==> src/rtl/raster_csr_bank_if.sv <==
// Bus bundle for raster_csr_bank: core shadow-write and commit path, plus the
// front-end state request/response port.
//
// Handshake: a request transfers on a rising edge where req_valid && req_ready;
// a response transfers on a rising edge where rsp_valid && rsp_ready.  While
// rsp_valid is high and rsp_ready is low, every rsp_* signal holds its value.
// Writes and commits have no ready; they always take effect at the edge.
interface raster_csr_bank_if #(
  parameter int NUM_CTX        = 4,
  parameter int CSR_DATA_BITS  = 32,
  parameter int TILE_DATA_BITS = 16,
  parameter int CTX_BITS       = (NUM_CTX > 1) ? $clog2(NUM_CTX) : 1
) ();
  localparam int RSP_BITS = 4 * CSR_DATA_BITS + 4 * TILE_DATA_BITS;

  logic                     wr_valid;
  logic [CTX_BITS-1:0]      wr_ctx;
  logic [2:0]               wr_addr;
  logic [CSR_DATA_BITS-1:0] wr_data;
  logic                     commit_valid;
  logic [CTX_BITS-1:0]      commit_ctx;
  logic                     commit_err;
  logic                     req_valid;
  logic [CTX_BITS-1:0]      req_ctx;
  logic                     req_ready;
  logic                     rsp_valid;
  logic                     rsp_ready;
  logic [CTX_BITS-1:0]      rsp_ctx;
  logic                     rsp_live;
  logic [RSP_BITS-1:0]      rsp_data;

  // Core / front-end side
  modport master (
    output wr_valid, wr_ctx, wr_addr, wr_data,
    output commit_valid, commit_ctx,
    output req_valid, req_ctx, rsp_ready,
    input  commit_err, req_ready, rsp_valid, rsp_ctx, rsp_live, rsp_data
  );

  // CSR bank side
  modport slave (
    input  wr_valid, wr_ctx, wr_addr, wr_data,
    input  commit_valid, commit_ctx,
    input  req_valid, req_ctx, rsp_ready,
    output commit_err, req_ready, rsp_valid, rsp_ctx, rsp_live, rsp_data
  );
endinterface

==> src/rtl/raster_csr_bank.sv <==
// Multi-context raster CSR store with shadow/active register sets.
// Cores program shadow fields one at a time; a commit copies the whole shadow
// set of a context into its active set in one edge, so the raster front-end
// only ever reads fully programmed state.
//
// Optional build macro RASTER_CSR_CHECK_EN: when defined, a commit whose
// shadow pidx_size, tile_width or tile_height is zero is rejected and
// commit_err pulses for one cycle; when undefined, commit_err is tied low.
//
// Field map (wr_addr): 0 pidx_addr, 1 pidx_size, 2 pbuf_addr, 3 pbuf_stride,
// 4 tile_left, 5 tile_top, 6 tile_width, 7 tile_height.
module raster_csr_bank #(
  parameter int NUM_CTX        = 4,
  parameter int CSR_DATA_BITS  = 32,
  parameter int TILE_DATA_BITS = 16,
  parameter int CTX_BITS       = (NUM_CTX > 1) ? $clog2(NUM_CTX) : 1
) (
  input logic              clk,
  input logic              reset,
  raster_csr_bank_if.slave bus
);
  localparam int RSP_BITS = 4 * CSR_DATA_BITS + 4 * TILE_DATA_BITS;

  // Address/size/stride fields (index 0..3) and tile fields (index 0..3 = addr 4..7)
  logic [CSR_DATA_BITS-1:0]  shadow_csr  [NUM_CTX][4];
  logic [TILE_DATA_BITS-1:0] shadow_tile [NUM_CTX][4];
  logic [CSR_DATA_BITS-1:0]  active_csr  [NUM_CTX][4];
  logic [TILE_DATA_BITS-1:0] active_tile [NUM_CTX][4];
  logic [NUM_CTX-1:0]        live;

  logic                wr_hit;
  logic                commit_hit;
  logic                commit_ok;
  logic                req_hit;
  logic                accept;
  logic [RSP_BITS-1:0] req_state;

  logic                rsp_valid_q;
  logic [CTX_BITS-1:0] rsp_ctx_q;
  logic                rsp_live_q;
  logic [RSP_BITS-1:0] rsp_data_q;

  // Out-of-range contexts are silently ignored by every path
  assign wr_hit     = bus.wr_valid     && (32'(bus.wr_ctx)     < NUM_CTX);
  assign commit_hit = bus.commit_valid && (32'(bus.commit_ctx) < NUM_CTX);
  assign req_hit    = 32'(bus.req_ctx) < NUM_CTX;

`ifdef RASTER_CSR_CHECK_EN
  // A zero-sized index buffer or empty tile is never allowed to go live
  assign commit_ok = (shadow_csr[bus.commit_ctx][1]  != '0) &&
                     (shadow_tile[bus.commit_ctx][2] != '0) &&
                     (shadow_tile[bus.commit_ctx][3] != '0);
`else
  assign commit_ok = 1'b1;
`endif

  // Shadow writes; tile fields keep only their low TILE_DATA_BITS bits
  always_ff @(posedge clk or negedge reset) begin
    if (!reset) begin
      for (int c = 0; c < NUM_CTX; c++) begin
        for (int f = 0; f < 4; f++) begin
          shadow_csr[c][f]  <= '0;
          shadow_tile[c][f] <= '0;
        end
      end
    end else if (wr_hit) begin
      if (bus.wr_addr[2]) begin
        shadow_tile[bus.wr_ctx][bus.wr_addr[1:0]] <= bus.wr_data[TILE_DATA_BITS-1:0];
      end else begin
        shadow_csr[bus.wr_ctx][bus.wr_addr[1:0]] <= bus.wr_data;
      end
    end
  end

  // Commit: copy the pre-edge shadow set, so a same-cycle write waits for the next commit
  always_ff @(posedge clk or negedge reset) begin
    if (!reset) begin
      live <= '0;
      for (int c = 0; c < NUM_CTX; c++) begin
        for (int f = 0; f < 4; f++) begin
          active_csr[c][f]  <= '0;
          active_tile[c][f] <= '0;
        end
      end
    end else if (commit_hit && commit_ok) begin
      for (int f = 0; f < 4; f++) begin
        active_csr[bus.commit_ctx][f]  <= shadow_csr[bus.commit_ctx][f];
        active_tile[bus.commit_ctx][f] <= shadow_tile[bus.commit_ctx][f];
      end
      live[bus.commit_ctx] <= 1'b1;
    end
  end

`ifdef RASTER_CSR_CHECK_EN
  logic commit_err_q;

  // One-cycle rejection pulse, registered
  always_ff @(posedge clk or negedge reset) begin
    if (!reset) begin
      commit_err_q <= 1'b0;
    end else begin
      commit_err_q <= commit_hit && !commit_ok;
    end
  end

  assign bus.commit_err = commit_err_q;
`else
  assign bus.commit_err = 1'b0;
`endif

  // Packed snapshot of the requested context, pidx_addr in the MSBs
  always_comb begin
    req_state = '0;
    if (req_hit) begin
      req_state = {active_csr[bus.req_ctx][0],  active_csr[bus.req_ctx][1],
                   active_csr[bus.req_ctx][2],  active_csr[bus.req_ctx][3],
                   active_tile[bus.req_ctx][0], active_tile[bus.req_ctx][1],
                   active_tile[bus.req_ctx][2], active_tile[bus.req_ctx][3]};
    end
  end

  // The single output slot frees up in the same cycle its response is consumed
  assign bus.req_ready = !rsp_valid_q || bus.rsp_ready;
  assign accept        = bus.req_valid && bus.req_ready;

  // Output register: loads the pre-commit active state on accept, holds under stall
  always_ff @(posedge clk or negedge reset) begin
    if (!reset) begin
      rsp_valid_q <= 1'b0;
      rsp_ctx_q   <= '0;
      rsp_live_q  <= 1'b0;
      rsp_data_q  <= '0;
    end else if (accept) begin
      rsp_valid_q <= 1'b1;
      rsp_ctx_q   <= bus.req_ctx;
      rsp_live_q  <= req_hit && live[bus.req_ctx];
      rsp_data_q  <= req_state;
    end else if (bus.rsp_ready) begin
      rsp_valid_q <= 1'b0;
    end
  end

  assign bus.rsp_valid = rsp_valid_q;
  assign bus.rsp_ctx   = rsp_ctx_q;
  assign bus.rsp_live  = rsp_live_q;
  assign bus.rsp_data  = rsp_data_q;
endmodule
==> src/flat_wrapper.sv <==
// flat-port wrapper written by rule: the top's interface ports become plain ports
module raster_csr_bank_flat 
#(
  parameter int NUM_CTX        = 4,
  parameter int CSR_DATA_BITS  = 32,
  parameter int TILE_DATA_BITS = 16,
  parameter int CTX_BITS       = (NUM_CTX > 1) ? $clog2(NUM_CTX) : 1
)
  (clk, reset, bus_wr_valid, bus_wr_ctx, bus_wr_addr, bus_wr_data, bus_commit_valid, bus_commit_ctx, bus_req_valid, bus_req_ctx, bus_rsp_ready, bus_commit_err, bus_req_ready, bus_rsp_valid, bus_rsp_ctx, bus_rsp_live, bus_rsp_data);
  raster_csr_bank_if #(.NUM_CTX(NUM_CTX), .CSR_DATA_BITS(CSR_DATA_BITS), .TILE_DATA_BITS(TILE_DATA_BITS), .CTX_BITS(CTX_BITS)) bus_i ();
  input logic clk;
  input logic reset;
  input wire logic [$bits(bus_i.wr_valid)-1:0] bus_wr_valid;
  input wire logic [$bits(bus_i.wr_ctx)-1:0] bus_wr_ctx;
  input wire logic [$bits(bus_i.wr_addr)-1:0] bus_wr_addr;
  input wire logic [$bits(bus_i.wr_data)-1:0] bus_wr_data;
  input wire logic [$bits(bus_i.commit_valid)-1:0] bus_commit_valid;
  input wire logic [$bits(bus_i.commit_ctx)-1:0] bus_commit_ctx;
  input wire logic [$bits(bus_i.req_valid)-1:0] bus_req_valid;
  input wire logic [$bits(bus_i.req_ctx)-1:0] bus_req_ctx;
  input wire logic [$bits(bus_i.rsp_ready)-1:0] bus_rsp_ready;
  output wire logic [$bits(bus_i.commit_err)-1:0] bus_commit_err;
  output wire logic [$bits(bus_i.req_ready)-1:0] bus_req_ready;
  output wire logic [$bits(bus_i.rsp_valid)-1:0] bus_rsp_valid;
  output wire logic [$bits(bus_i.rsp_ctx)-1:0] bus_rsp_ctx;
  output wire logic [$bits(bus_i.rsp_live)-1:0] bus_rsp_live;
  output wire logic [$bits(bus_i.rsp_data)-1:0] bus_rsp_data;
  assign bus_i.wr_valid = bus_wr_valid;
  assign bus_i.wr_ctx = bus_wr_ctx;
  assign bus_i.wr_addr = bus_wr_addr;
  assign bus_i.wr_data = bus_wr_data;
  assign bus_i.commit_valid = bus_commit_valid;
  assign bus_i.commit_ctx = bus_commit_ctx;
  assign bus_i.req_valid = bus_req_valid;
  assign bus_i.req_ctx = bus_req_ctx;
  assign bus_i.rsp_ready = bus_rsp_ready;
  assign bus_commit_err = bus_i.commit_err;
  assign bus_req_ready = bus_i.req_ready;
  assign bus_rsp_valid = bus_i.rsp_valid;
  assign bus_rsp_ctx = bus_i.rsp_ctx;
  assign bus_rsp_live = bus_i.rsp_live;
  assign bus_rsp_data = bus_i.rsp_data;
  raster_csr_bank #(.NUM_CTX(NUM_CTX), .CSR_DATA_BITS(CSR_DATA_BITS), .TILE_DATA_BITS(TILE_DATA_BITS), .CTX_BITS(CTX_BITS)) u_core (.clk(clk), .reset(reset), .bus(bus_i));
endmodule
==> config.mk <==
export PLATFORM = sky130hd
export DESIGN_NAME = raster_csr_bank_flat
export DESIGN_NICKNAME = d
export VERILOG_FILES = /design/src/rtl/raster_csr_bank_if.sv /design/src/rtl/raster_csr_bank.sv /design/src/flat_wrapper.sv
export SDC_FILE = /design/constraint.sdc
export NUM_CORES = 2
export LEC_CHECK = 0
export ABC_AREA = 1
export BUFFER_PORTS_ARGS = -buffer_cell sky130_fd_sc_hd__clkbuf_2
export CAP_MARGIN = 0
export CORE_MARGIN = 2
export CORE_UTILIZATION = 55
export CTS_BUF_LIST = sky130_fd_sc_hd__clkbuf_16
export CTS_CLUSTER_SIZE = 16
export DETAILED_ROUTE_END_ITERATION = 8
export PLACE_DENSITY = 0.72
export SLEW_MARGIN = 20
export SYNTH_ARGS = -nofsm -noshare
export SYNTH_HDL_FRONTEND = slang
export SYNTH_SLANG_ARGS = --single-unit
==> constraint.sdc <==
create_clock -name clk -period 2.6 [get_ports clk]
set_input_delay 0.26 -clock clk [delete_from_list [all_inputs] [get_ports clk]]
set_output_delay 0.26 -clock clk [all_outputs]
set_load 0.005 [all_outputs]
==> metrics.yaml <==
slowest_stage: "buf_12"
dpl_cell_area_mm2: 0.0810
ir_drop_mv: 0.503
required_ns: 3.35
fin_tns_setup_ns: 0
intPower_w: 0.0499
slowest_delay_ns: 0.62
worst_slew_pin_slew_ns: 1.09
power_frac_clock_pct: 34.5
io_pins: 245
rows: 137
drc_errors: 0
port-buffer-count: 243
cp.arrival_ns: 2.55
synth_cells: 10200
firstDrtPassIters: 6
critPathKind: "primary input to flip-flop"
htreeDepth: 4
die_area_mm2: 0.143
hold_viol: 0
cpMostUsedCell: "nand2_1"
netSwitchingPower_w: 0.0211
syn_area_mm2: 0.0772
clock_latency_ns: 0.83
seqPwrFrac_pct: 48.8
slew_violations: 0
wl_um: 223000
synth_warnings: 0
design_area_mm2: 0.0866
grt_pass1_vias: 64100
synthesis.nets: 10200
rsz0062_at_grt: "no"
post-cts-setup-buffers: 0
synth_top_family_by_area: "simple AND/OR/NAND/NOR gates"
drt_first_iter_violations: 7213
synthAdderAreaFrac_pct: 0
synth.area.mux_share_pct: 0
gp_congestion: 0.825
die_h_um: 379
synth_compound_area_share_pct: 6.24
period_needed_ns: 1.80
cts_inserted_buffers: 179
outcome: "complete, no violations"
clock_skew_ns: 0.0308
postCtsHoldBufs: 6
initial_core_util_pct: 55.4
p_leak_nw: 47.5
worst-path-max-fanout: 145
synth.distinct_cells: 15
grt_max_degree: 146
wire_per_inst_um: 18.4
postCtsResizedCells: 0
cts.sinks: 1736
cp-end-kind: "flip-flop"
clock_path_buffers: 3
synth_xor_xnor_area_share_pct: 0
cp-start-kind: "primary input"
drive_gt1_share_pct: 7.08
power_density_mw_per_mm2: 820
finalCritPeriodShare_pct: 69.2
grt_use_total_pct: 31.8
synth-seq-area-share_pct: 56.3
drv_cap: 0
synth_seq_cells: 1736
power_frac_comb_pct: 16.8
hold_path.class: "primary input to flip-flop"
clockRootBuffer: "clkbuf_16"
switching_share_pct: 29.7
overflow: 0
clk_pin_slew_ns: 0.06
die_w_um: 379
synth_simple_gate_area_share_pct: 30.1
fin_nets: 10200
ant_nets: 0
via_per_inst: 5.41
hpwl_um: 128000
postSynthAreaPerCell_um2: 7.59
fmax_ghz: 0.556
cts_tree: "built"
grt_pass1_wl_um: 358000
coreArea_mm2: 0.139
antenna_found_initial: 8
finalSetupViolCount: 0
vias: 65900
cp_cell_sequence: "dlygate4sd3_1 -> buf_4 -> nor2_4 -> nand2_4 -> buf_12 -> nand2_1 -> nand2_1"
slew_headroom_pct: 27.3
area_delta_synth_final_pct: 12.2
power groups by stage:
stage	combinational [W]	sequential (W)	clock (W)
floorplan	0.00778	0.0344	0
global placement	0.0115	0.0348	0
detailed placement	0.0119	0.0350	0
CTS	0.0120	0.0346	0.0247
global route	0.0138	0.0352	0.0259
finish	0.0119	0.0346	0.0245
Yosys cell counts:
cell type / instances / share of area, %
nand2_1: 5385 / 26
dfrtp_1: 1736 / 56
o21ai_0: 890 / 5.8
inv_1: 814 / 4.0
nand3_1: 584 / 3.8
clkbuf_1: 511 / 2.5
buf_2: 114 / 0.74
o21ai_1: 72 / 0.47
buf_1: 39 / 0.19
nor2_1: 18 / 0.088
inv_2: 8 / 0.039
buf_4: 1 / 0.0097
clkinv_1: 1 / 0.0049
conb_1: 1 / 0.0049
nor2_2: 1 / 0.0081
worst paths after layout:
path                                       from                       end  slack, ns  cells past startpoint
min                            bus_commit_valid    u_core.active_csr[387]       0.04                      4
max                           bus_commit_ctx[1]    u_core.active_csr[475]       0.80                      7
max in group asynchronous                 reset     u_core.active_csr[85]       1.40                      3
max reg2reg                u_core.bus.rsp_valid  u_core.bus.rsp_data[107]       0.98                      7
min reg2reg                      u_core.live[0]            u_core.live[0]       0.46                      2
min in group asynchronous                 reset    u_core.shadow_csr[511]       0.07                      2
layout make-up:
type,instances,area [um^2]
antenna,3,7.51
clock buffer,186,4650
clock inverter,134,850
fill,12200,52800
inverter,823,3140
multi-input combinational,6951,28100
sequential,1736,43400
tap,1876,2350
timing repair buffer,467,4030
per-stage QoR:
step | hold slack [ns] | total power (W) | setup WS (ns) | std cells | util (%)
finish | 0.0435 | 0.0710 | 0.801 | 12200 | 62.1
global route | 0.0587 | 0.0749 | 0.751 | 12200 | 62.1
CTS | 0.00230 | 0.0713 | 0.818 | 12200 | 62.1
detailed placement | 0.218 | 0.0468 | 0.589 | 11800 | 58.1
global placement | 0.186 | 0.0463 | 0.621 | 11800 | 58.1
floorplan | -0.0356 | 0.0422 | 1.12 | 10200 | -
layout by cell type, fill, tap and decap left out, drive strengths merged:
master / Yosys / final
buf: 154 / 223
bufinv: 0 / 8
clkbuf: 511 / 424
clkinv: 1 / 67
clkinvlp: 0 / 2
conb: 1 / 1
dfrtp: 1736 / 1736
diode: 0 / 3
dlygate4sd3: 0 / 6
inv: 822 / 880
nand2: 5385 / 5385
nand3: 584 / 584
nor2: 19 / 19
o21ai: 962 / 962
sequential cells by signal (all words and copies together), names as in the netlist:
signal and count:
u_core.shadow_csr 512, u_core.bus.rsp_valid 1, u_core.bus.rsp_live 1, u_core.live 4, u_core.active_tile 256, u_core.active_csr 512
u_core.bus.rsp_ctx 2, u_core.shadow_tile 256, u_core.bus.rsp_data 192
kinds of logic after synthesis:
group	after synthesis
AO/OA/AOI/OAI	962
buffers and inverters	1488
flip-flops	1736
other	1
AND/OR/NAND/NOR	5988
worst max-delay path: cells and delay by family:
kind          cells  cell delay, ns
buf+inv           3            1.52
simple gates      4            0.45
per-layer routing:
metal,vias to the layer above,global-route usage (%),share of wire (%)
met2,2443,50.7,46
met3,377,4.95,7.5
met5,-,0,0.018
met4,6,11.2,3.3
li1,30900,-,-
met1,32100,44.3,43
Note: power is estimated with default switching activity, not from simulation.
